[src/rtl/max_pool_2x2.sv]
// Streaming 2x2 / stride-2 max pooling over a raster-order feature map.
// Only one half-row of partial maxima is buffered; there is no frame storage.
module max_pool_2x2 #(
  parameter  int INTEGER_BITS     = 9,
  parameter  int FIXED_POINT_BITS = 4,
  parameter  int IN_WIDTH         = 12,
  parameter  int IN_HEIGHT        = 12,
  localparam int W                = INTEGER_BITS + FIXED_POINT_BITS
) (
  input  logic         i_clk,
  input  logic         i_reset,
  input  logic [W-1:0] conv_output,
  input  logic         conv_output_valid,
  output logic [W-1:0] pool_output,
  output logic         pool_output_valid,
  output logic         frame_done
);

  localparam int CW = (IN_WIDTH > 1) ? $clog2(IN_WIDTH) : 1;
  localparam int RW = (IN_HEIGHT > 1) ? $clog2(IN_HEIGHT) : 1;
  localparam int HW = (IN_WIDTH / 2 > 1) ? $clog2(IN_WIDTH / 2) : 1;
  localparam int LB_DEPTH = IN_WIDTH / 2;

  typedef enum logic {EVEN_ROW = 1'b0, ODD_ROW = 1'b1} row_state_t;

  row_state_t          r_state;
  logic [CW-1:0]       r_col;
  logic [RW-1:0]       r_row;
  logic signed [W-1:0] r_p;
  logic signed [W-1:0] r_lb_rd;
  logic [W-1:0]        r_pool_output;
  logic                r_pool_output_valid;
  logic                r_frame_done;
  logic signed [W-1:0] r_lb [LB_DEPTH];

  logic signed [W-1:0] w_pix;
  logic signed [W-1:0] w_pair_max;
  logic signed [W-1:0] w_win_max;
  logic [HW-1:0]       w_half;
  logic                w_last_col;
  logic                w_last_row;

  assign w_pix      = signed'(conv_output);
  assign w_pair_max = (w_pix > r_p) ? w_pix : r_p;
  // r_lb_rd was fetched on the even-column pixel of this same pair.
  assign w_win_max  = (r_lb_rd > w_pair_max) ? r_lb_rd : w_pair_max;
  assign w_half     = HW'(r_col >> 1);
  assign w_last_col = (r_col == CW'(IN_WIDTH - 1));
  assign w_last_row = (r_row == RW'(IN_HEIGHT - 1));

  // Half-row buffer: store pair maxima on even rows, prefetch on odd rows.
  // The read is registered on the even-column pixel so the value is ready
  // when the matching odd-column pixel arrives, however long the gap.
  always_ff @(posedge i_clk) begin
    if (conv_output_valid) begin
      if (r_col[0] && (r_state == EVEN_ROW)) begin
        r_lb[w_half] <= w_pair_max;
      end
      if (!r_col[0]) begin
        r_lb_rd <= r_lb[w_half];
      end
    end
  end

  // Position counters, row-phase FSM, pair register and registered outputs.
  always_ff @(posedge i_clk) begin
    if (i_reset) begin
      r_state             <= EVEN_ROW;
      r_col               <= '0;
      r_row               <= '0;
      r_p                 <= '0;
      r_pool_output       <= '0;
      r_pool_output_valid <= 1'b0;
      r_frame_done        <= 1'b0;
    end else begin
      r_pool_output_valid <= 1'b0;
      r_frame_done        <= 1'b0;
      if (conv_output_valid) begin
        if (w_last_col) begin
          r_col   <= '0;
          r_row   <= w_last_row ? '0 : r_row + RW'(1);
          r_state <= (r_state == EVEN_ROW) ? ODD_ROW : EVEN_ROW;
        end else begin
          r_col <= r_col + CW'(1);
        end

        if (!r_col[0]) begin
          r_p <= w_pix;
        end else if (r_state == ODD_ROW) begin
          r_pool_output       <= w_win_max;
          r_pool_output_valid <= 1'b1;
          r_frame_done        <= w_last_col && w_last_row;
        end
      end
    end
  end

  assign pool_output       = r_pool_output;
  assign pool_output_valid = r_pool_output_valid;
  assign frame_done        = r_frame_done;

endmodule
[config.mk]
export PLATFORM = sky130hd
export DESIGN_NAME = max_pool_2x2
export DESIGN_NICKNAME = d
export VERILOG_FILES = /design/src/rtl/max_pool_2x2.sv
export SDC_FILE = /design/constraint.sdc
export NUM_CORES = 1
export LEC_CHECK = 0
export BUFFER_PORTS_ARGS = -buffer_cell sky130_fd_sc_hd__buf_2
export CAP_MARGIN = 20
export CORE_MARGIN = 5
export CORE_UTILIZATION = 43
export CTS_CLUSTER_DIAMETER = 50
export DETAILED_ROUTE_END_ITERATION = 10
export GPL_ROUTABILITY_DRIVEN = 0
export PLACE_DENSITY = 0.74
export SYNTH_ARGS = -nofsm -noshare
export SYNTH_HDL_FRONTEND = slang
export SYNTH_SLANG_ARGS = --single-unit
[constraint.sdc]
create_clock -name i_clk -period 4.65 [get_ports i_clk]
set_input_delay 1.395 -clock i_clk [delete_from_list [all_inputs] [get_ports i_clk]]
set_output_delay 1.395 -clock i_clk [all_outputs]
set_load 0.005 [all_outputs]
After elaboration in Yosys (flattened, before gate mapping)

Memories as Yosys holds them, arrays and structs flattened. A register that Yosys moved wholly into a read port is not among the register bits.
Cells that the tools add are included.

Memory bits (writable): 78
Memories: 1
Word-level logic and storage cells: 33
Register bits: 37

Order comparisons: 2
Reductions and logical operators: 7
Multiplexer cells: 9
Eq/ne operators: 2
$add $sub $neg: 2
Bitwise logic cells: 3

Memories:

| name | words | bits a word | read ports | clocked after memory_dff | wr ports | line | source |
|---|---|---|---|---|---|---|---|
| r_lb | 6     | 13          | 1          | 1                        | 1        | 34   | `logic signed [W-1:0] r_lb [LB_DEPTH];` |

Operators by type and width:

| operator                                                       | number |
|---|---|
| 13-bit > comparator                                            | 2 |
| 13-bit two-way mux                                             | 2 |
| 4-bit by 1-bit adder with 4-bit output (second input constant) | 2 |
| 4-bit equality test (second input constant)                    | 2 |
| 4-bit two-way mux                                              | 2 |
| 1-bit two-way mux                                              | 5 |
| 2-bit AND reduction                                            | 2 |
| 4-bit OR reduction                                             | 1 |
| 1-bit inverter                                                 | 3 |
| 3-bit AND reduction                                            | 1 |
| 3-bit OR reduction                                             | 1 |
| 1-bit logical AND                                              | 2 |

Depth between registers and ports, before layout

Depth after elaboration: 5
Gate-level depth with buffers: 19
Gate-level depth less buffers: 17

Worst setup path after synthesis

No wires, ideal clock.

Kind: input-to-reg
Start: input port conv_output[2]
End: register r_pool_output[10] (netlist: pool_output[10])
Path buffers: 2
Stages on the path: 18
Setup slack: -187 ps
Setup time: 94 ps
Data arrival time: 4743 ps
Required time: 4556 ps
Cells stage by stage: ha_1 nand3_1 o221ai_1 a21oi_1 a211oi_1 a31oi_2 buf_4 mux2i_1 ha_1 nor2b_1 o211ai_1 a21boi_1 o31a_1 o21ai_1 o221ai_2 o211a_4 buf_6 o311ai_2

Longest elaborated chain between the ends: 4

Ends and longest elaborated chain:

| element                | line | source |
|---|---|---|
| start: declaration     | 12   | `input logic [W-1:0] conv_output,` |
| 13-bit > comparator    | 44   | `assign w_pair_max = (w_pix > r_p) ? w_pix : r_p;` |
| 13-bit two-way mux *   | 44   |  |
| 13-bit > comparator    | 46   | `assign w_win_max = (r_lb_rd > w_pair_max) ? r_lb_rd : w_pair_max;` |
| 13-bit two-way mux *   | 46   |  |
| end signal: assignment | 90   | `r_pool_output <= w_win_max;` |
| end: declaration       | 31   | `logic [W-1:0] r_pool_output;` |

Mark *: on every way between the ends. The rest lies on a longest branch, timed or not.
A chain may end at the register's enable or synchronous reset.

Worst setup path in the final report

Start: input port conv_output[10]
End: register r_pool_output[7] (netlist: pool_output[7])

The elaborated chain is that of the path after synthesis.

==> out/qor.log <==
[yosys] mux share of post-synthesis cell area 9.78%
[sta] final worst slack 0.0703 ns
[yosys] asr flop ratio synth 0%
[yosys] proportion of synthesized chip area in sequential cells 59.2%
[yosys] largest family of logic cells by synthesized area simple AND/OR/NAND/NOR gates
[critical_path] worst setup path class in2reg
[yosys] area of the mapped netlist 5870 sq um
[worst_hold_path] startpoint of the most critical hold path pool_output[12]$_SDFFE_PP0P_
[clock_tree] TritonCTS buffer count 17
[clock_tree] post-CTS clock slew at the launch and capture registers of the worst setup and hold paths 0.06 ns
[power] Peak VDD IR 0.000268 V
[critical_path] launch point of the worst path conv_output[10]
[sta] setup skew after layout 0.00734 ns
[route] Detailed Route Iter0 Violations 257
[placement] worst setup slack after placement -0.287 ns
[sta] final critical delay including setup and external delays 4.58 ns
[yosys] fraction of the mapped netlist area in compound gates 9.31%
[sta] final setup violation count 0
[critical_path] Worst setup SP type primary input
[yosys] cell with the most instances after synthesis sky130_fd_sc_hd__edfxtp_1
[yosys] number of instances in the synthesized netlist 462
[clock_tree] CTS tree yes
[clock_tree] clock latency on the worst-skew pair 0.41 ns
[yosys] Primary FF master, synth sky130_fd_sc_hd__edfxtp_1
[outcome] outcome finished, final reports clean
[die] starting density of the core 44.2%
[final_layout] core occupancy in the finished layout 54.7%
[clock_tree] Clock Root Buffer sky130_fd_sc_hd__clkbuf_16
[yosys] Post-Synthesis Net Count 505
[grt] met2 GRT Util 27.9%
[final_layout] fraction of layout instances using a drive strength above 1 30.3%
[sta] post-route fraction of the period consumed by the critical path 98.5%
[grt] GR Layer Usage met3 4.04%
[yosys] average instance area after synthesis 12.7 sq um
[clock_tree] htree depth 4
[clock_tree] cts hold-fix bufs 0
[route] Remaining DRCs 0
[critical_path] Crit Path Max Fanout 7
[yosys] adder and majority gate portion of the synthesized area 5.75%
[sta] Worst Tran Pin Value 1.05 ns
[yosys] synth cell count leaders sky130_fd_sc_hd__edfxtp_1 (91), sky130_fd_sc_hd__nand2_1 (59), sky130_fd_sc_hd__dfxtp_1 (37)
[grt] Most Crowded Layer GR met2
[job] number of violations of the max-capacitance limit 0
[yosys] main area contributors after synthesis sky130_fd_sc_hd__edfxtp_1 (47%), sky130_fd_sc_hd__dfxtp_1 (13%), sky130_fd_sc_hd__ha_1 (5.8%), sky130_fd_sc_hd__mux4_2 (5.0%), sky130_fd_sc_hd__mux2i_1 (4.6%)
[grt] routing usage on met1 20.3%
[sta] number of pins with negative max-slew slack in the final report 0
[die] Die Y 127 um
[yosys] number of synthesized flops with an enable pin 91
[sta] count of endpoints failing hold in the final timing report 0
[final_layout] Diodes inserted 0
[sta] worst relative slew slack 29.8%
[die] width of the chip 127 um
[yosys] warning count from the yosys run 0
[power] Static Leak 2.66 nW
[worst_hold_path] path category of the worst min-delay check reg2reg
[critical_path] data required time at the worst endpoint 4.91 ns
[power] total power 2.92 mW
[die] Site Rows 42
[route] average wire length per cell after detail routing 17.9 um
[grt] all-layer global routing usage 16.4%
[die] total die area 16100 sq um
[final_layout] nets@finish 581
[grt] pin count of the biggest net entering global routing 32
[yosys] library cell with the largest summed area after synthesis sky130_fd_sc_hd__edfxtp_1
[grt] number of antenna violations at the first check in global routing 0
[critical_path] FF-to-FF Start r_p[1]$_SDFFE_PP0P_
[route] DR vias 3910
[die] Boundary Pins 31
[die] area of the core 13300 sq um
[yosys] FF+latch count, synth 128
[clock_tree] deepest clock path buffer count 2
[yosys] top-area cell type share of the netlist area 46.5%
[critical_path] capturing element type of the critical path register
[yosys] post-synthesis cell type count 52
[placement] # port buffers 30
[grt] vias in the first global route 3938
[route] Antenna Violating Nets Remaining 0
[power] total power per unit cell area 401 nW/um^2
[final_layout] Layout area overhead 23.8%
[grt] first-pass GRT wire length 20600 um
[route] via count normalized by instance count 5.38
[route] final wirelength 13000 um
[grt] final global-route overflow total 0
[yosys] synthesized-area fraction occupied by and/or/nand/nor cells 11.4%
[yosys] xor/xnor share of the synthesized area 0.895%
[sta] Achievable Freq 218 MHz
[placement] post-detail-place hpwl 9030 um
[clock_tree] clock net sink count 128
[critical_path] arrival time of the worst setup path 4.84 ns
[route] number of search-and-repair iterations in the first detailed-routing pass 8
## final timing paths
check,to,cells past startpoint,slack [ns]
max,pool_output[7]$_SDFFE_PP0P_,17,0.07
min reg2reg,pool_output[12]$_SDFFE_PP0P_,2,0.47
min,pool_output[12]$_SDFFE_PP0P_,2,0.47
max reg2reg,pool_output[7]$_SDFFE_PP0P_,17,0.69
## stage by stage
step                std cells  hold slack [ns]  cell area (sq um)  TNS [ns]
global placement          690            0.456               6630     -1.02
CTS                       722            0.471               7190         0
floorplan                 462            0.449               5990    -0.164
global route              727            0.499               7270    -0.229
finish                    727            0.467               7270         0
detailed placement        690            0.467               6630     -2.86
## timing repair
action	CTS	global route
setup buffers	0	3
gates resized for setup	0	6
endpoints found under the setup margin	0	13
## registers in the layout (all words and copies together), names as in the netlist
name / flops
r_lb: 78
pool_output: 13
r_lb_rd: 13
r_p: 13
r_col: 4
r_row: 4
frame_done: 1
pool_output_valid: 1
r_state: 1
## layout by cell type, fill, tap and decap left out, types with 6 or more instances in the layout
master / instances
sky130_fd_sc_hd__edfxtp_1: 91
sky130_fd_sc_hd__nand2_1: 59
sky130_fd_sc_hd__buf_4: 48
sky130_fd_sc_hd__dfxtp_1: 36
sky130_fd_sc_hd__nor2_1: 33
sky130_fd_sc_hd__a21oi_1: 32
sky130_fd_sc_hd__inv_1: 30
sky130_fd_sc_hd__buf_2: 30
sky130_fd_sc_hd__mux2i_1: 24
sky130_fd_sc_hd__ha_1: 21
sky130_fd_sc_hd__clkbuf_16: 17
sky130_fd_sc_hd__mux4_2: 13
sky130_fd_sc_hd__nand4b_1: 12
sky130_fd_sc_hd__o311ai_2: 9
sky130_fd_sc_hd__ha_4: 6
sky130_fd_sc_hd__clkinvlp_4: 6
## routing by layer
metal / wire length, um / part of all wire [%] / vias up
met5: 0 / 0 / -
met4: 276 / 2.1 / 0
met3: 683 / 5.2 / 28
met2: 6640 / 51 / 112
met1: 5440 / 42 / 1902
li1: - / - / 1868
## worst max-delay path, stage by stage
cell and delay (ns):
sky130_fd_sc_hd__buf_2 0.11, sky130_fd_sc_hd__ha_1 0.32, sky130_fd_sc_hd__a21o_1 0.20, sky130_fd_sc_hd__a211oi_2 0.31, sky130_fd_sc_hd__nor2_1 0.10, sky130_fd_sc_hd__a31oi_2 0.18, sky130_fd_sc_hd__buf_4 0.20, sky130_fd_sc_hd__buf_12 0.14
sky130_fd_sc_hd__mux2i_1 0.31, sky130_fd_sc_hd__ha_1 0.32, sky130_fd_sc_hd__a21boi_1 0.14, sky130_fd_sc_hd__o31a_1 0.26, sky130_fd_sc_hd__o21ai_2 0.20, sky130_fd_sc_hd__o221ai_4 0.16, sky130_fd_sc_hd__buf_4 0.18, sky130_fd_sc_hd__a21oi_1 0.20
sky130_fd_sc_hd__o31ai_1 0.08
## cell type report
type                       count  area, sq um
multi-input combinational    281         2370
clock inverter                14          133
timing repair buffer          79          531
fill                        1041         6030
tap                          176          220
sequential                   128         3470
inverter                      31          116
clock buffer                  18          429
## report_power, final
group | leakage, nW | switching [mW] | internal, mW
Combinational | 1.27 | 0.219 | 0.168
Sequential | 1.14 | 0.0248 | 1.27
Clock | 0.252 | 0.492 | 0.739
Total | 2.66 | 0.736 | 2.18
## kinds of logic after synthesis
| kind of cell | after synthesis |
|---|---|
| xor gates and xnor gates | 6 |
| adders and majority gates | 27 |
| and+or+nand+nor | 136 |
| DFF | 128 |
| muxes | 41 |
| AOI/OAI and AO/OA | 70 |
| buffers and inverters | 54 |
No activity file was read; power rests on OpenSTA's default activity.
